`src/rtl/pbl3_pkg.sv`:
```
// Shared types and helpers for the arbitrating multiplexer.
// onehot_to_idx handles up to ARB_MAX_IN requesters.
package pbl3_pkg;

    typedef enum logic {ARB_FIXED, ARB_RR} arb_mode_e;

    localparam int ARB_MAX_IN = 32;

    function automatic int onehot_to_idx(input logic [ARB_MAX_IN-1:0] i_onehot);
        int idx;
        idx = 0;
        for (int k = 0; k < ARB_MAX_IN; k++) begin
            if (i_onehot[k]) idx = k;
        end
        return idx;
    endfunction

endpackage

```
`src/rtl/rr_arbiter.sv`:
```
// Round-robin / fixed-priority grant logic.
// Owns the rotating priority pointer, which advances only when the grant is consumed.
module rr_arbiter
    import pbl3_pkg::*;
#(
    parameter int        P_NUM_IN = 4,
    parameter arb_mode_e P_MODE   = ARB_RR,
    localparam int       SEL_W    = (P_NUM_IN > 1) ? $clog2(P_NUM_IN) : 1
) (
    input  logic                i_clk,
    input  logic                i_rst_n,
    input  logic [P_NUM_IN-1:0] i_req,
    input  logic                i_advance,
    output logic [P_NUM_IN-1:0] o_grant,
    output logic [SEL_W-1:0]    o_grant_idx
);

    logic [SEL_W-1:0]    r_ptr;
    logic [P_NUM_IN-1:0] w_grant;
    int                  w_best;
    int                  w_dist;

    // Each requester's priority is its distance from the pointer; smallest distance wins.
    always_comb begin
        w_grant = '0;
        w_best  = P_NUM_IN;
        w_dist  = 0;
        for (int k = 0; k < P_NUM_IN; k++) begin
            w_dist = (P_MODE == ARB_RR) ? (k - int'(r_ptr)) : k;
            if (w_dist < 0) w_dist = w_dist + P_NUM_IN;
            if (i_req[k] && (w_dist < w_best)) begin
                w_best     = w_dist;
                w_grant    = '0;
                w_grant[k] = 1'b1;
            end
        end
    end

    assign o_grant     = w_grant;
    assign o_grant_idx = SEL_W'(onehot_to_idx(ARB_MAX_IN'(w_grant)));

    always_ff @(posedge i_clk or negedge i_rst_n) begin
        if (!i_rst_n) begin
            r_ptr <= '0;
        end else if ((P_MODE == ARB_RR) && i_advance) begin
            r_ptr <= (int'(o_grant_idx) == P_NUM_IN - 1) ? '0 : o_grant_idx + 1'b1;
        end
    end

endmodule

```
`src/rtl/rr_arb_mux.sv`:
```
// N-input arbitrating multiplexer with a single registered output stage.
// Handshake: a word moves when valid & ready are both high at a rising edge; o_ready is one-hot or zero.
module rr_arb_mux
    import pbl3_pkg::*;
#(
    parameter int        P_WIDTH  = 32,
    parameter int        P_NUM_IN = 4,
    parameter arb_mode_e P_MODE   = ARB_RR,
    localparam int       SEL_W    = (P_NUM_IN > 1) ? $clog2(P_NUM_IN) : 1
) (
    input  logic                         i_clk,
    input  logic                         i_rst_n,
    input  logic [P_NUM_IN-1:0]          i_valid,
    output logic [P_NUM_IN-1:0]          o_ready,
    input  logic [P_NUM_IN*P_WIDTH-1:0]  i_data,
    output logic                         o_valid,
    input  logic                         i_ready,
    output logic [P_WIDTH-1:0]           o_data,
    output logic [SEL_W-1:0]             o_sel
);

    logic [P_NUM_IN-1:0] w_grant;
    logic [SEL_W-1:0]    w_grant_idx;
    logic                w_can_load;
    logic                w_in_xfer;
    logic [P_WIDTH-1:0]  w_sel_data;

    logic                r_valid;
    logic [P_WIDTH-1:0]  r_data;
    logic [SEL_W-1:0]    r_sel;

    rr_arbiter #(
        .P_NUM_IN (P_NUM_IN),
        .P_MODE   (P_MODE)
    ) u_arbiter (
        .i_clk       (i_clk),
        .i_rst_n     (i_rst_n),
        .i_req       (i_valid),
        .i_advance   (w_in_xfer),
        .o_grant     (w_grant),
        .o_grant_idx (w_grant_idx)
    );

    // Reset is folded in so no channel sees an accept while the stage is held in reset.
    assign w_can_load = i_rst_n && (!r_valid || i_ready);
    assign o_ready    = w_can_load ? w_grant : '0;
    assign w_in_xfer  = |(i_valid & o_ready);

    always_comb begin
        w_sel_data = '0;
        for (int k = 0; k < P_NUM_IN; k++) begin
            if (int'(w_grant_idx) == k) w_sel_data = i_data[k*P_WIDTH +: P_WIDTH];
        end
    end

    always_ff @(posedge i_clk or negedge i_rst_n) begin
        if (!i_rst_n) begin
            r_valid <= 1'b0;
            r_data  <= '0;
            r_sel   <= '0;
        end else if (w_in_xfer) begin
            r_valid <= 1'b1;
            r_data  <= w_sel_data;
            r_sel   <= w_grant_idx;
        end else if (i_ready) begin
            r_valid <= 1'b0;
        end
    end

    assign o_valid = r_valid;
    assign o_data  = r_data;
    assign o_sel   = r_sel;

endmodule

```
`config.mk`:
```
export PLATFORM = sky130hd
export DESIGN_NAME = rr_arb_mux
export DESIGN_NICKNAME = d
export VERILOG_FILES = /design/src/rtl/pbl3_pkg.sv /design/src/rtl/rr_arbiter.sv /design/src/rtl/rr_arb_mux.sv
export SDC_FILE = /design/constraint.sdc
export NUM_CORES = 1
export LEC_CHECK = 0
export ABC_AREA = 1
export BUFFER_PORTS_ARGS = -buffer_cell sky130_fd_sc_hd__buf_2
export CORE_MARGIN = 3
export CORE_UTILIZATION = 30
export DETAILED_ROUTE_END_ITERATION = 8
export GPL_ROUTABILITY_DRIVEN = 0
export PLACE_DENSITY = 0.7
export SLEW_MARGIN = 10
export SYNTH_ARGS = -nofsm -noshare
export SYNTH_HDL_FRONTEND = slang
export SYNTH_HIERARCHICAL = 1
export SYNTH_SLANG_ARGS = --single-unit
```
`constraint.sdc`:
```
create_clock -name i_clk -period 3.8 [get_ports i_clk]
set_input_delay 0.76 -clock i_clk [delete_from_list [all_inputs] [get_ports i_clk]]
set_output_delay 0.76 -clock i_clk [all_outputs]
set_load 0.005 [all_outputs]
```
Word level (Yosys, flattened, before mapping) --
Index checks and enable logic that the tools add are counted. Widths: inputs -> output; s select.
Storage, ports and cells: memory bits (read-only) 0, memories 0, memory bits (writable) 0, bits in latches 0, input port bits 135, logic and storage cells 57, register bits after elaboration 37
Cells by class: div/mod/pow operators 0, muxes and demuxes 22, eq/ne operators 3, reductions and logical operators 10, shift-type cells 0, magnitude comparators 8, bitwise gates (word level) 1, multipliers 0, $add $sub $neg 9
Operators by type and width (count):
- $mux 32 | 11
- $add 32x4->32 const B | 4
- $lt 32x1->1 const B | 4
- $lt 32x32->1 | 3
- $lt 32x4->1 const B | 1
- $mux 4 | 4
- $mux 2 | 3
- $sub 1x2->3 const A | 2
- $sub 2x2->3 const A | 2
- $logic_and 1x1->1 | 5
- $and 4x4->4 | 1
- $eq 2x2->1 const B | 2
- $mux 1 | 4
- $reduce_or 4->1 | 1
- $add 2x1->2 const B | 1
- $eq 2x1->1 const B | 1
- $logic_not 2->1 | 1
- $reduce_bool 2->1 | 1
- $logic_not 1->1 | 1
- $logic_or 1x1->1 | 1

Depth between registers and ports, before layout --
word-level depth 23, depth in mapped cells 30

Cells and area by module --
The synthesis kept the hierarchy.
By module, submodules not included:
- rr_arb_mux | area an instance 2285.9 um^2, cells an instance 345, times used 1, sequential area each 875.8 um^2
- rr_arbiter | area an instance 309.0 um^2, cells an instance 50, times used 1, sequential area each 50.0 um^2

Worst setup path before layout --
OpenSTA, ideal clock, no wires.
path kind input to output, from input port i_valid[0], to output port o_ready[1], stages 22, slack 0.327 ns, data required time 3.040 ns, arrival time 2.713 ns, path through nand2_2 nand2_1 nand2_1 nor2_1 a21oi_1 ha_1 inv_1 nor2_1 nand2_2 nand3_4 nand2_1 o21ai_0 ha_1 o21a_1 nand2_2 nand3_4 nand2_2 inv_2 nand2_1 inv_1 inv_1 nor2_1
On the way: word-level cells in the longest chain between the ends 12, elaborated cells on any way between the ends 14, classes of those cells order compare: 3; mux: 7; reduce/logical: 4
Ends and longest elaborated chain:
- start: declaration | line rr_arb_mux.sv:13 | input logic [P_NUM_IN-1:0] i_valid,
- $logic_and 1x1->1 * | line rr_arbiter.sv:31 | if (i_req[k] && (w_dist < w_best)) begin
- $mux 32 * | line rr_arbiter.sv:31
- $lt 32x32->1 | line rr_arbiter.sv:31
- $logic_and 1x1->1 | line rr_arbiter.sv:31
- $mux 32 | line rr_arbiter.sv:31
- $lt 32x32->1 | line rr_arbiter.sv:31
- $logic_and 1x1->1 | line rr_arbiter.sv:31
- $mux 32 | line rr_arbiter.sv:31
- $lt 32x32->1 | line rr_arbiter.sv:31
- $logic_and 1x1->1 | line rr_arbiter.sv:31
- $mux 4 * | line rr_arbiter.sv:31
- net w_grant[1] | line rr_arb_mux.sv:22 | logic [P_NUM_IN-1:0] w_grant;
- $mux 4 * | line rr_arb_mux.sv:46 | assign o_ready = w_can_load ? w_grant : '0;
- end: declaration | line rr_arb_mux.sv:14 | output logic [P_NUM_IN-1:0] o_ready,
The timed path passes the listed nets; every way through them passes the cells marked *.

Final worst setup path --
Ends and elaborated chain as after synthesis.

==> parameters.txt <==
Parameter                              Value

Outcome
  Run status ... finished, final reports clean

Setup path
  Worst r2r path cells ... 28
  R2R Setup Slk ... about 0.44 ns
  Capturing element type of the critical path ... primary output
  Req. time, crit path ... ~3.0 ns
  Worst-path fanout max ... 6
  CP arrival ... between 2 and 3 ns
  Start-to-end type of the worst setup path ... in2out
  Crit start category ... input pin

Finish
  Relative area change from synthesis to final layout ... 44.46%
  FILL cells ... ~900
  Total inserted antenna cells ... 0
  Final cell utilization of the core ... a little under half
  Proportion of layout cells with a drive suffix above 1 ... 40.00%
  Final Net Count ... 712

Placed design
  HPWL after detailed placement ... 6870 um
  Number of buffers added on ports ... around 170
  Setup slack after placement ... -0.04945 ns

Die
  Die Width ... 99.01 um
  Number of placement rows ... 33
  Ports ... roughly 170
  Initial core utilization ... between 30% and 40%
  Die area ... approximately 9800 um2
  Area inside the core boundary ... around 8300 um2
  Chip height ... around 100 um

Synthesis
  Number of nets in the synthesized netlist ... around 530
  Cell type with the highest aggregate area in the netlist ... sky130_fd_sc_hd__dfrtp_1
  Number of warnings reported in the yosys synthesis log ... 6
  Post-synth ARST share ... 100.0%
  Leading register cell type out of synthesis ... sky130_fd_sc_hd__dfrtp_1
  Portion of synthesized cell area occupied by the leading cell type ... a little over a third
  Syn_area_per_cell ... about 6.6 um2
  Most numerous cell types in the synthesized netlist ... 212 x sky130_fd_sc_hd__nand2_1, 37 x sky130_fd_sc_hd__dfrtp_1, 37 x sky130_fd_sc_hd__nand4_1, 32 x sky130_fd_sc_hd__o21ai_1, 16 x sky130_fd_sc_hd__inv_1
  Most instantiated library cell after synthesis ... sky130_fd_sc_hd__nand2_1
  Proportion of synthesized chip area in sequential cells ... 35.68%
  Area of the mapped netlist ... 2595 um2
  Post-synthesis instance total ... a little under 400
  Biggest area contributors in the synthesized netlist ... sky130_fd_sc_hd__dfrtp_1 36%, sky130_fd_sc_hd__nand2_1 31%, sky130_fd_sc_hd__nand4_1 8.9%
  Unique cell type count in the Yosys netlist ... 23
  Number of enable flip-flop cells after synthesis ... 0
  Count of state elements after synthesis ... 37

Timing
  Least-Margin Pin Slew ... 0.5267 ns
  Post-layout min period ... about 3.7 ns
  Final setup slack of the worst path ... roughly 0.14 ns
  Headroom to the max-slew limit ... around 65%
  Number of endpoints with negative hold slack in the final report ... 0
  Number of setup violations in the final report ... 0
  Final setup skew ... approximately 0.0044 ns
  Fin crit share ... between 90% and 100%
  Achievable frequency ... roughly 0.27 GHz
  Post-Route Hold Slack ... between 0.4 and 0.5 ns
  Number of slew-limit violations in the final report ... 0

Clocking
  TritonCTS buffer count ... 5
  Source-to-sink clock delay at the later pin of the worst-skew pair ... 0.28 ns
  Clk sinks ... 37
  Clock slew seen by the registers of the worst setup and hold paths ... approximately 0.070 ns
  # H-tree levels ... 2
  Root buf cell ... sky130_fd_sc_hd__clkbuf_8
  TritonCTS clock tree ... yes
  Maximum buffer depth of the clock tree ... 2

GRT
  Combined global-route utilization of all metal layers ... about 18%
  First-pass GRT wire length ... ~15000 um
  Via count of the first global-routing pass ... 3287
  Maximum number of pins on one net before global-route repair ... 42
  Gr ovfl total ... 0
  Initial antenna violation count ... 0

Pwr
  Static power due to leakage ... roughly 2.2 nW
  Power per unit of standard cell area ... ~770 nW/um2
  Final total power ... around 0.0029 W
  VDD IR-drop max ... 0.3322 mV

Routing
  Routed wire per std cell ... around 13 um
  Routed Wire Length ... about 9000 um
  DRC violations left ... 0
  First-iteration detailed-routing DRC count ... 97
  Via-per-instance ratio ... around 4.8
  Vias ... ~3.3k
  Total iterations of the first detailed-routing run ... 4
  Count of nets left with antenna violations after detail routing ... 0

Run
  Max-capacitance violation count ... 0

Min path
  Hold/Removal Path Class ... reg2reg
  Hold path cells ... 2
-- report_power, final --
part	switching, W	internal (W)
clock network	0.000129	0.000144
registers	0.0000941	0.000575
logic	0.00117	0.000784
total	0.00140	0.00150
-- logic make-up (layout without fill, tap and decap cells) --
group | Yosys count | count (layout) | synth area share (%)
fa+ha+maj | 2 | 2 | 0.9642
flops | 37 | 37 | 35.68
simple gates | 273 | 273 | 46.62
buf+inv | 43 | 223 | 8.823
compound gates | 40 | 40 | 7.907
-- area by class of cell --
type                    count  area (um2)  area share (%)
multi-input cells         315        1479           39.45
repair buffers            194        1042           27.80
flip-flops and latches     37       927.1           24.73
well taps                 105       131.4           3.505
clock buffers               7       86.33           2.303
inverters                  22       82.58           2.203
-- what timing repair did --
action,CTS,global route
hold buffers,0,0
resized for setup,3,13
pin swaps,1,11
setup buffers,0,6
setup endpoints to repair,1,4
hold endpoints to repair,0,0
-- through the flow --
stage	instance area (um2)	TNS (ns)	std cells
after floorplan	2595	0	395
after global placement	3571	0	667
after detailed placement	3571	-0.04945	667
after CTS	3666	0	674
after global routing	3749	-0.04264	680
final	3749	0	680
-- worst max-delay path: stages --
cell	delay, ns
sky130_fd_sc_hd__buf_6	0.11
sky130_fd_sc_hd__nand2_4	0.06
sky130_fd_sc_hd__nand2_4	0.06
sky130_fd_sc_hd__inv_1	0.13
sky130_fd_sc_hd__a21oi_2	0.08
sky130_fd_sc_hd__ha_1	0.28
sky130_fd_sc_hd__inv_1	0.03
sky130_fd_sc_hd__nor2_1	0.12
sky130_fd_sc_hd__nand2_2	0.08
sky130_fd_sc_hd__nand3_4	0.08
sky130_fd_sc_hd__nand2_1	0.05
sky130_fd_sc_hd__o21ai_1	0.08
sky130_fd_sc_hd__ha_1	0.24
sky130_fd_sc_hd__o21a_1	0.12
sky130_fd_sc_hd__nand2_2	0.08
sky130_fd_sc_hd__nand3_4	0.09
sky130_fd_sc_hd__nand2_2	0.11
sky130_fd_sc_hd__inv_2	0.04
sky130_fd_sc_hd__nand2_2	0.05
sky130_fd_sc_hd__inv_2	0.03
sky130_fd_sc_hd__inv_1	0.04
sky130_fd_sc_hd__nor2_1	0.03
sky130_fd_sc_hd__buf_2	0.12
-- placed cells by master, fill, tap and decap left out, types with 2 or more instances in the layout --
cell                       instances
sky130_fd_sc_hd__buf_4            20
sky130_fd_sc_hd__nand2_2           7
sky130_fd_sc_hd__nand3_4           2
sky130_fd_sc_hd__o21ai_1          33
sky130_fd_sc_hd__nand2_1         209
sky130_fd_sc_hd__nand4_1          37
sky130_fd_sc_hd__ha_1              2
sky130_fd_sc_hd__o21ai_0           4
sky130_fd_sc_hd__nor2_4            3
sky130_fd_sc_hd__nor2_2            3
sky130_fd_sc_hd__nand2_4           4
sky130_fd_sc_hd__inv_1            15
sky130_fd_sc_hd__dfrtp_1          36
sky130_fd_sc_hd__inv_2             7
sky130_fd_sc_hd__nor2_1            6
sky130_fd_sc_hd__buf_2           172
sky130_fd_sc_hd__clkbuf_8          6
-- final timing paths --
| path | startpoint | endpoint |
|---|---|---|
| max | i_valid[0] | o_ready[1] |
| min in group asynchronous | i_rst_n | o_data[16] |
| min | o_data[27] | o_data[27] |
| max in group asynchronous | i_rst_n | u_arbiter/r_ptr[0] |
| max reg2reg | u_arbiter/r_ptr[1] | o_data[26] |
| min reg2reg | o_data[27] | o_data[27] |
-- routing by layer --
layer | vias to the layer above | global-route usage, % | share of wire [%]
li1 | 1629 | - | -
met3 | 8 | 3.892 | 7.6
met4 | 0 | 4.517 | 0.85
met1 | 1505 | 20.88 | 40
met2 | 129 | 32.90 | 52
met5 | - | 0 | 0
-- registers in the layout (all words and copies together) (netlist names) --
name	flops
o_data	32
o_valid	1
o_sel	2
u_arbiter/r_ptr	2
(Power assumes the default switching activity.)
